--- src/rtl/fetch_pkg.sv ---
// rtl/fetch_pkg.sv - shared types and constants for the instruction fetch controller
package fetch_pkg;

   typedef enum logic [2:0] {
      IDLE,
      REQ,
      WAIT,
      HOLD,
      DRAIN
   } fetch_state_t;

   localparam int          PC_STEP   = 4;
   localparam logic [31:0] INSTR_NOP = 32'h00000013;

endpackage

--- src/rtl/fetch_pc_reg.sv ---
// rtl/fetch_pc_reg.sv - program counter with increment, redirect load and alignment handling
// Optional: FETCH_ALIGN_CHECK_EN rejects misaligned loads instead of masking the low bits.
module fetch_pc_reg
   import fetch_pkg::*;
#(
   parameter int                  PC_WIDTH = 16,
   parameter logic [PC_WIDTH-1:0] RESET_PC = '0
) (
   input  logic                clk,
   input  logic                rst,
   input  logic                inc_en,
   input  logic                load_en,
   input  logic [PC_WIDTH-1:0] load_pc,
   output logic                load_ok,
   output logic [PC_WIDTH-1:0] pc
);

   logic [PC_WIDTH-1:0] load_aligned;

   assign load_aligned = load_pc & ~PC_WIDTH'(3);

`ifdef FETCH_ALIGN_CHECK_EN
   assign load_ok = (load_aligned == load_pc);
`else
   assign load_ok = 1'b1;
`endif

   // Increment wraps modulo 2^PC_WIDTH; a redirect load always wins.
   always_ff @(posedge clk or posedge rst) begin
      if (rst) begin
         pc <= RESET_PC;
      end else if (load_en && load_ok) begin
         pc <= load_aligned;
      end else if (inc_en) begin
         pc <= pc + PC_WIDTH'(PC_STEP);
      end
   end

endmodule

--- src/rtl/fetch_controller.sv ---
// rtl/fetch_controller.sv - single-outstanding instruction fetch sequencer between PC/imem and decode
// Optional: FETCH_ALIGN_CHECK_EN adds misalign_err and ignores misaligned redirects.
module fetch_controller
   import fetch_pkg::*;
#(
   parameter int                  PC_WIDTH    = 16,
   parameter int                  INSTR_WIDTH = 32,
   parameter logic [PC_WIDTH-1:0] RESET_PC    = '0
) (
   input  logic                   clk,
   input  logic                   rst,
   output logic                   imem_req_valid,
   input  logic                   imem_req_ready,
   output logic [PC_WIDTH-1:0]    imem_addr,
   input  logic                   imem_rsp_valid,
   input  logic [INSTR_WIDTH-1:0] imem_rsp_data,
   output logic                   if_valid,
   input  logic                   if_ready,
   output logic [INSTR_WIDTH-1:0] if_instr,
   output logic [PC_WIDTH-1:0]    if_pc,
   input  logic                   redirect_valid,
   input  logic [PC_WIDTH-1:0]    redirect_pc
`ifdef FETCH_ALIGN_CHECK_EN
   ,
   output logic                   misalign_err
`endif
);

   fetch_state_t        state, state_nxt;
   logic [PC_WIDTH-1:0] pc;
   logic [PC_WIDTH-1:0] req_pc;
   logic                redirect_ok;
   logic                redirect_eff;
   logic                req_fire;
   logic                capture;
   logic                flush;

   assign req_fire     = (state == REQ) && imem_req_ready;
   assign redirect_eff = redirect_valid && redirect_ok;

   fetch_pc_reg #(
      .PC_WIDTH (PC_WIDTH),
      .RESET_PC (RESET_PC)
   ) u_pc_reg (
      .clk     (clk),
      .rst     (rst),
      .inc_en  (req_fire && !redirect_eff),
      .load_en (redirect_eff),
      .load_pc (redirect_pc),
      .load_ok (redirect_ok),
      .pc      (pc)
   );

   assign imem_req_valid = (state == REQ);
   assign imem_addr      = pc;
   assign if_valid       = (state == HOLD);

   always_ff @(posedge clk or posedge rst) begin
      if (rst) begin
         state <= IDLE;
      end else begin
         state <= state_nxt;
      end
   end

   // Redirect outranks every other event; an accepted request it overtakes is drained.
   always_comb begin
      state_nxt = state;
      capture   = 1'b0;
      flush     = 1'b0;
      case (state)
         IDLE: state_nxt = REQ;
         REQ: begin
            if (imem_req_ready) begin
               state_nxt = redirect_eff ? DRAIN : WAIT;
            end
         end
         WAIT: begin
            if (redirect_eff) begin
               state_nxt = imem_rsp_valid ? REQ : DRAIN;
            end else if (imem_rsp_valid) begin
               state_nxt = HOLD;
               capture   = 1'b1;
            end
         end
         HOLD: begin
            if (redirect_eff) begin
               state_nxt = REQ;
               flush     = 1'b1;
            end else if (if_ready) begin
               state_nxt = REQ;
            end
         end
         DRAIN: begin
            if (!redirect_eff && imem_rsp_valid) begin
               state_nxt = REQ;
            end
         end
         default: state_nxt = IDLE;
      endcase
   end

   always_ff @(posedge clk or posedge rst) begin
      if (rst) begin
         req_pc   <= '0;
         if_instr <= '0;
         if_pc    <= '0;
      end else begin
         if (req_fire) begin
            req_pc <= pc;
         end
         if (capture) begin
            if_instr <= imem_rsp_data;
            if_pc    <= req_pc;
         end else if (flush) begin
            if_instr <= INSTR_WIDTH'(INSTR_NOP);
         end
      end
   end

`ifdef FETCH_ALIGN_CHECK_EN
   always_ff @(posedge clk or posedge rst) begin
      if (rst) begin
         misalign_err <= 1'b0;
      end else if (redirect_valid && !redirect_ok) begin
         misalign_err <= 1'b1;
      end
   end
`endif

endmodule
--- config.mk ---
export PLATFORM = sky130hd
export DESIGN_NAME = fetch_controller
export DESIGN_NICKNAME = d
export VERILOG_FILES = /design/src/rtl/fetch_pkg.sv /design/src/rtl/fetch_pc_reg.sv /design/src/rtl/fetch_controller.sv
export SDC_FILE = /design/constraint.sdc
export NUM_CORES = 1
export LEC_CHECK = 0
export CAP_MARGIN = 20
export CORE_UTILIZATION = 45
export CTS_CLUSTER_DIAMETER = 150
export DETAILED_ROUTE_END_ITERATION = 10
export GPL_ROUTABILITY_DRIVEN = 0
export HOLD_SLACK_MARGIN = 0.15
export PLACE_DENSITY = 0.9
export SYNTH_ARGS = -nofsm -noshare
export SYNTH_HDL_FRONTEND = slang
export SYNTH_SLANG_ARGS = --single-unit
--- constraint.sdc ---
create_clock -name clk -period 7.3 [get_ports clk]
set_input_delay 1.825 -clock clk [delete_from_list [all_inputs] [get_ports clk]]
set_output_delay 1.825 -clock clk [all_outputs]
set_load 0.1 [all_outputs]
==> out/qor.csv <==
metric,value,unit
rsz0062_at_grt,no,
worst_slack,3.00,ns
htreeDepth,3,
grt_pass1_wl,10900,microns
die_y,86.9,microns
initial_core_util,47.2,%
crit_type,input port to register,
post_cts_buffers,0,
track_usage,18.9,%
start_kind,input port,
min_to,if_instr[4]$_DFFE_PP0P_,
synth_top_area_share,59.4,%
io_pins,120,
synth_area_leader_cell,dfrtp_1,
maxSlewHeadroom,30.1,%
ys_types,39,
r2r_start,state[0]$_DFFE_PP0P_,
endpoint_kind,register,
fin_nets,411,
rows,30,
synth_most_common_cell,dfrtp_1,
first_pass_iters,4,
rr_worst_depth,3,
ys_seq_elements,77,
outcome,"complete, no violations",
cts_sinks,77,
worst_skew_pair.late_latency,0.35,ns
dr_total_vias,2375,
first_iter_violations,71,
fin_crit,4.30,ns
hold_buffers,0,
reg2reg_to,if_pc[14]$_DFFE_PP0P_,
max_freq,232,MHz
avgSynthCellArea,13.1,sq um
maxCapViolations,0,
place_ws,2.64,ns
dieArea,7550,sq um
area_growth_syn_to_layout,41.4,%
fp.dieW,86.9,microns
post-route-period-util,59.0,%
tightestPinTransition,1.05,ns
hold_violations,0,
cp.required,7.52,ns
ys_warn_count,0,
ys_seq_area_share,59.4,%
min_path_cells,1,
grt_pass1_vias,2267,
cp_data_arrival_time,4.53,ns
syn-instance-count,247,
antenna_cells,0,
numPortBuffers,113,
ys.flop_type,dfrtp_1,
syn_area,3240,sq um
core,6870,sq um
maxSlewViolCount,0,
synth_area_leaders,"dfrtp_1 59%, mux2_2 9.4%, a22o_1 7.8%",
fin_skew,0.00901,ns
antenna_found_initial,0,
clk_pin_slew,0.08,ns
setup_viol,0,
synth_commonest_cells,"77 x dfrtp_1, 29 x a22o_1, 27 x mux2_2",
hold_path_class,register to register,
cts_tree,yes,
cp_max_fo,43,
routedWlPerCell,15.5,microns
drcViolationCount,0,
grt_max_degree,78,
cts_max_path_buffers,2,
dp_hpwl,4700,microns
grt_overflow,0,
drive_above_1_share,14.1,%
hold_start,if_instr[4]$_DFFE_PP0P_,
cts_root_buffer,clkbuf_8,
wl,7070,microns
postRouteAntennaNets,0,
ff2ff_setup_slack,5.17,ns
synth-edff-count,0,
synthArstFlopShare,100,%
cts_buffers,9,
cts-resized-gates,0,
routed_via_density,5.20,
tns,0,ns
==> through the flow <==
stage | cell area [sq um] | util [%] | instances | hold slack (ns)
3_5_place_dp | 4360 | 63.5 | 441 | 0.481
6_report | 4580 | 66.7 | 457 | 0.493
3_3_place_gp | 4360 | 63.5 | 441 | 0.469
4_1_cts | 4580 | 66.7 | 457 | 0.500
2_1_floorplan | 3250 | - | 250 | 0.460
5_1_grt | 4580 | 66.7 | 457 | 0.515
==> placed cells by master, fill, tap and decap left out, types with 2 or more instances in the layout <==
master	instances
o22a_1	3
nor3b_1	2
a22o_1	29
and4_1	3
a21oi_1	2
nand4_1	7
bufinv_16	2
a31oi_1	2
nor3_1	2
xor2_1	9
nand2b_1	3
o31a_1	2
dfrtp_1	77
nand2_2	2
clkbuf_8	9
clkinv_2	2
clkinv_4	2
mux2_2	27
clkdlybuf4s50_1	113
and2_1	2
nand3_1	3
conb_1	4
nor2_1	3
o21ai_0	14
inv_1	3
nand2_1	17
==> cell families (layout without fill, tap and decap cells) <==
| logic type | Yosys count | after routing | share of synthesized area, % |
|---|---|---|---|
| and+or+nand+nor | 53 | 53 | 9.88 |
| AOI/OAI and AO/OA | 53 | 53 | 12.3 |
| buffers and inverters | 23 | 134 | 5.17 |
| DFF | 77 | 77 | 59.4 |
| adders and majority gates | 1 | 1 | 0.386 |
| xor gates and xnor gates | 10 | 10 | 2.70 |
| other | 1 | 4 | 0.116 |
| muxes | 29 | 29 | 10.0 |
==> worst max-delay path: stages <==
cell and delay (ns):
clkdlybuf4s50_1 0.95, or3b_1 0.75, nor2_8 0.58, mux2_2 0.40
==> cell type report <==
type                    count  area (sq um)
flip-flops and latches     77          1930
clock buffers               9           124
multi-input cells         150          1160
repair buffers            114          1140
well taps                  96           120
clock inverters             7          98.8
inverters                   4          16.3
fillers                   513          2280
==> registers in the layout, indices dropped and copies added, names as in the netlist <==
name,flops
req_pc,14
if_pc,14
u_pc_reg.pc,14
if_instr,32
state,3
==> worst max-delay path by stage <==
stage                                       end                  from
after floorplan                  imem_req_valid  state[0]$_DFFE_PP0P_
after global placement     if_pc[9]$_DFFE_PP0P_        redirect_valid
after detailed placement   if_pc[6]$_DFFE_PP0P_        redirect_valid
after CTS                  if_pc[6]$_DFFE_PP0P_        redirect_valid
after global routing      if_pc[15]$_DFFE_PP0P_        redirect_valid
final                     if_pc[14]$_DFFE_PP0P_        redirect_valid
==> routing by layer <==
metal  part of all wire [%]  vias to the layer above  global-route usage (%)
li1                       -                     1107                       -
met1                     44                     1152                    23.7
met2                     46                      107                    30.5
met3                    8.9                        9                    5.97
met4                    1.3                        0                    7.73
met5                      0                        -                       0
Power is not shown: default switching activity piles up to over one toggle a cycle in this logic, so the estimate is an artifact.
==> RTL change (same settings) <==
`PC_WIDTH` is set to 16 in 2 places; all go to 32.
--- a/src/rtl/fetch_pc_reg.sv
+++ b/src/rtl/fetch_pc_reg.sv
@@ -3,7 +3,7 @@
 module fetch_pc_reg
    import fetch_pkg::*;
 #(
-   parameter int                  PC_WIDTH = 16,
+   parameter int                  PC_WIDTH = 32,
    parameter logic [PC_WIDTH-1:0] RESET_PC = '0
 ) (
    input  logic                clk,
--- a/src/rtl/fetch_controller.sv
+++ b/src/rtl/fetch_controller.sv
@@ -3,7 +3,7 @@
 module fetch_controller
    import fetch_pkg::*;
 #(
-   parameter int                  PC_WIDTH    = 16,
+   parameter int                  PC_WIDTH    = 32,
    parameter int                  INSTR_WIDTH = 32,
    parameter logic [PC_WIDTH-1:0] RESET_PC    = '0
 ) (
Interface: changed (resized if_pc, imem_addr and redirect_pc); port bits go from 120 to 168. No check against the original RTL was run, so the function may have changed too.
==> RTL change against the original RTL <==
The run now ends with design-rule violations left; cell count grew 89%; wire length increased by 110%; final area up 68%; worst hold slack worse by 0.029 ns; area after synthesis rose by 66%; die area increased by 64%; sequential cell count up 48; worst setup slack lost 0.45 ns.
==> RTL change: results (changes against the original RTL) <==
Clock Network Area Fraction = 7.41% (was 4.86%)
post-synthesis mux area share = 0.186% (was 10.0%)
Worst Skew = 0.00991 ns (was 0.00901 ns)
Compound-Gate Fraction of Synth Area = 11.9% (was 12.3%)
Adder-Cell Fraction of Synth Area = 0.233% (was 0.386%)
Non-clk invs = 6 (was 4)
largest family of logic cells by synthesized area = simple AND/OR/NAND/NOR gates (was compound AO/OA/AOI/OAI gates)
post-DR wirelength/cell = 17.0 um (was 15.5 um)
Worst Tran Pin Value = 1.14 ns (was 1.05 ns)
first-pass iteration count of the detailed router = 8 (was 4)
largest cells by area after synthesis = dfrtp_1, nand2_1, a22o_1, or4_1, clkbuf_1 (was dfrtp_1, mux2_2, a22o_1, buf_6, xor2_1)
Slowest cell on crit path = nor4bb_4 (was clkdlybuf4s50_1)
register clock-pin slew on the reported worst setup and hold paths = 0.05 ns (was 0.08 ns)
#MultiIn Comb = 393 (was 150)
Port Buffer Count = 161 (was 113)
Cell Area, Synth = 0.00538 mm^2 (was 0.00324 mm^2)
gr usage total = 24.4% (was 18.9%)
Placement Setup Slack = 2.17 ns (was 2.64 ns)
Repair and plain buffers = 168 (was 114)
Post-CTS Setup Bufs = 0 (unchanged)
CLK BUF = 24 (was 9)
DP Area = 0.00706 mm^2 (was 0.00436 mm^2)
Post-route DRC = 34 (was 0)
Ys Warns = 0 (unchanged)
non-clk buf share = 22.2% (was 24.8%)
register area share after synthesis = 58.2% (was 59.4%)
fraction of area in multi-input gates = 27.0% (was 25.3%)
CP max stage delay = 1.01 ns (was 0.95 ns)
Post-Synth XOR/XNOR Area = 1.30% (was 2.70%)
commonest register cell after synthesis = dfrtp_1 (unchanged)
1st-iter DRT viols = 437 (was 71)
setup TNS = 0 ns (unchanged)
number of global-route vias before repair = 4676 (was 2267)
register area = 0.00313 mm^2 (was 0.00193 mm^2)
fill cell count = 860 (was 513)
largest net degree at the start of global routing = 82 (was 78)
H-tree levels = 4 (was 3)
Clock Latency Late Sink = 0.41 ns (was 0.35 ns)
Nets = 782 (was 411)
CTS root buffer = clkbuf_16 (was clkbuf_8)
first-pass GRT wire length = 23.6 mm (was 10.9 mm)
fin cells = 866 (was 457)
Psw = 2.07 mW
Distinct cells, synth = 42 (was 39)
Placed Cells = 833 (was 441)
layout cells sized above 1 = 5.67% (was 14.1%)
TritonCTS Buffers = 17 (was 9)
Critical Path AT = 5.08 ns (was 4.53 ns)
status = finished, violations left (was complete, no violations)
synth cell count leaders = nand2_1, dfrtp_1, a22o_1, clkbuf_1, or4_1 (was dfrtp_1, a22o_1, mux2_2)
violated checks = design-rule violations
CTS Sinks = 125 (was 77)
worst IR drop on VDD = 0.244 mV
drt via density = 5.54 (was 5.20)
Worst Path Max Fanout = 19 (was 43)
synthesized instance count = 562 (was 247)
Area growth syn-to-layout = 42.9% (was 41.4%)
DP Wirelength = 9.72 mm (was 4.70 mm)
## RTL change: layer usage
layer / share of wire (%) / up-vias / track usage, %
met1: 43 / 2323 / 31.3
li1: - / 2240 / -
met4: 2.4 / 0 / 11.5
met3: 5.9 / 28 / 5.14
met2: 49 / 205 / 39.9
met5: 0 / - / 0
## RTL change: worst paths after layout
path | depth (start not counted) | startpoint | end | slack, ns
min reg2reg | 2 | req_pc[18] | if_pc[18] | 0.46
max reg2reg | 4 | state[1] | u_pc_reg.pc[17] | 4.01
max | 5 | imem_req_ready | u_pc_reg.pc[17] | 2.55
min in group asynchronous | 2 | rst | if_instr[5] | 1.82
max in group asynchronous | 4 | rst | u_pc_reg.pc[30] | 4.49
min | 2 | req_pc[18] | if_pc[18] | 0.46
## RTL change: critical path, delay by kind of cell
kind / cells / cell delay, ns
AND/OR/NAND/NOR: 3 / 2.54
buffers and inverters: 1 / 0.52
AO/OA/AOI/OAI: 1 / 0.18
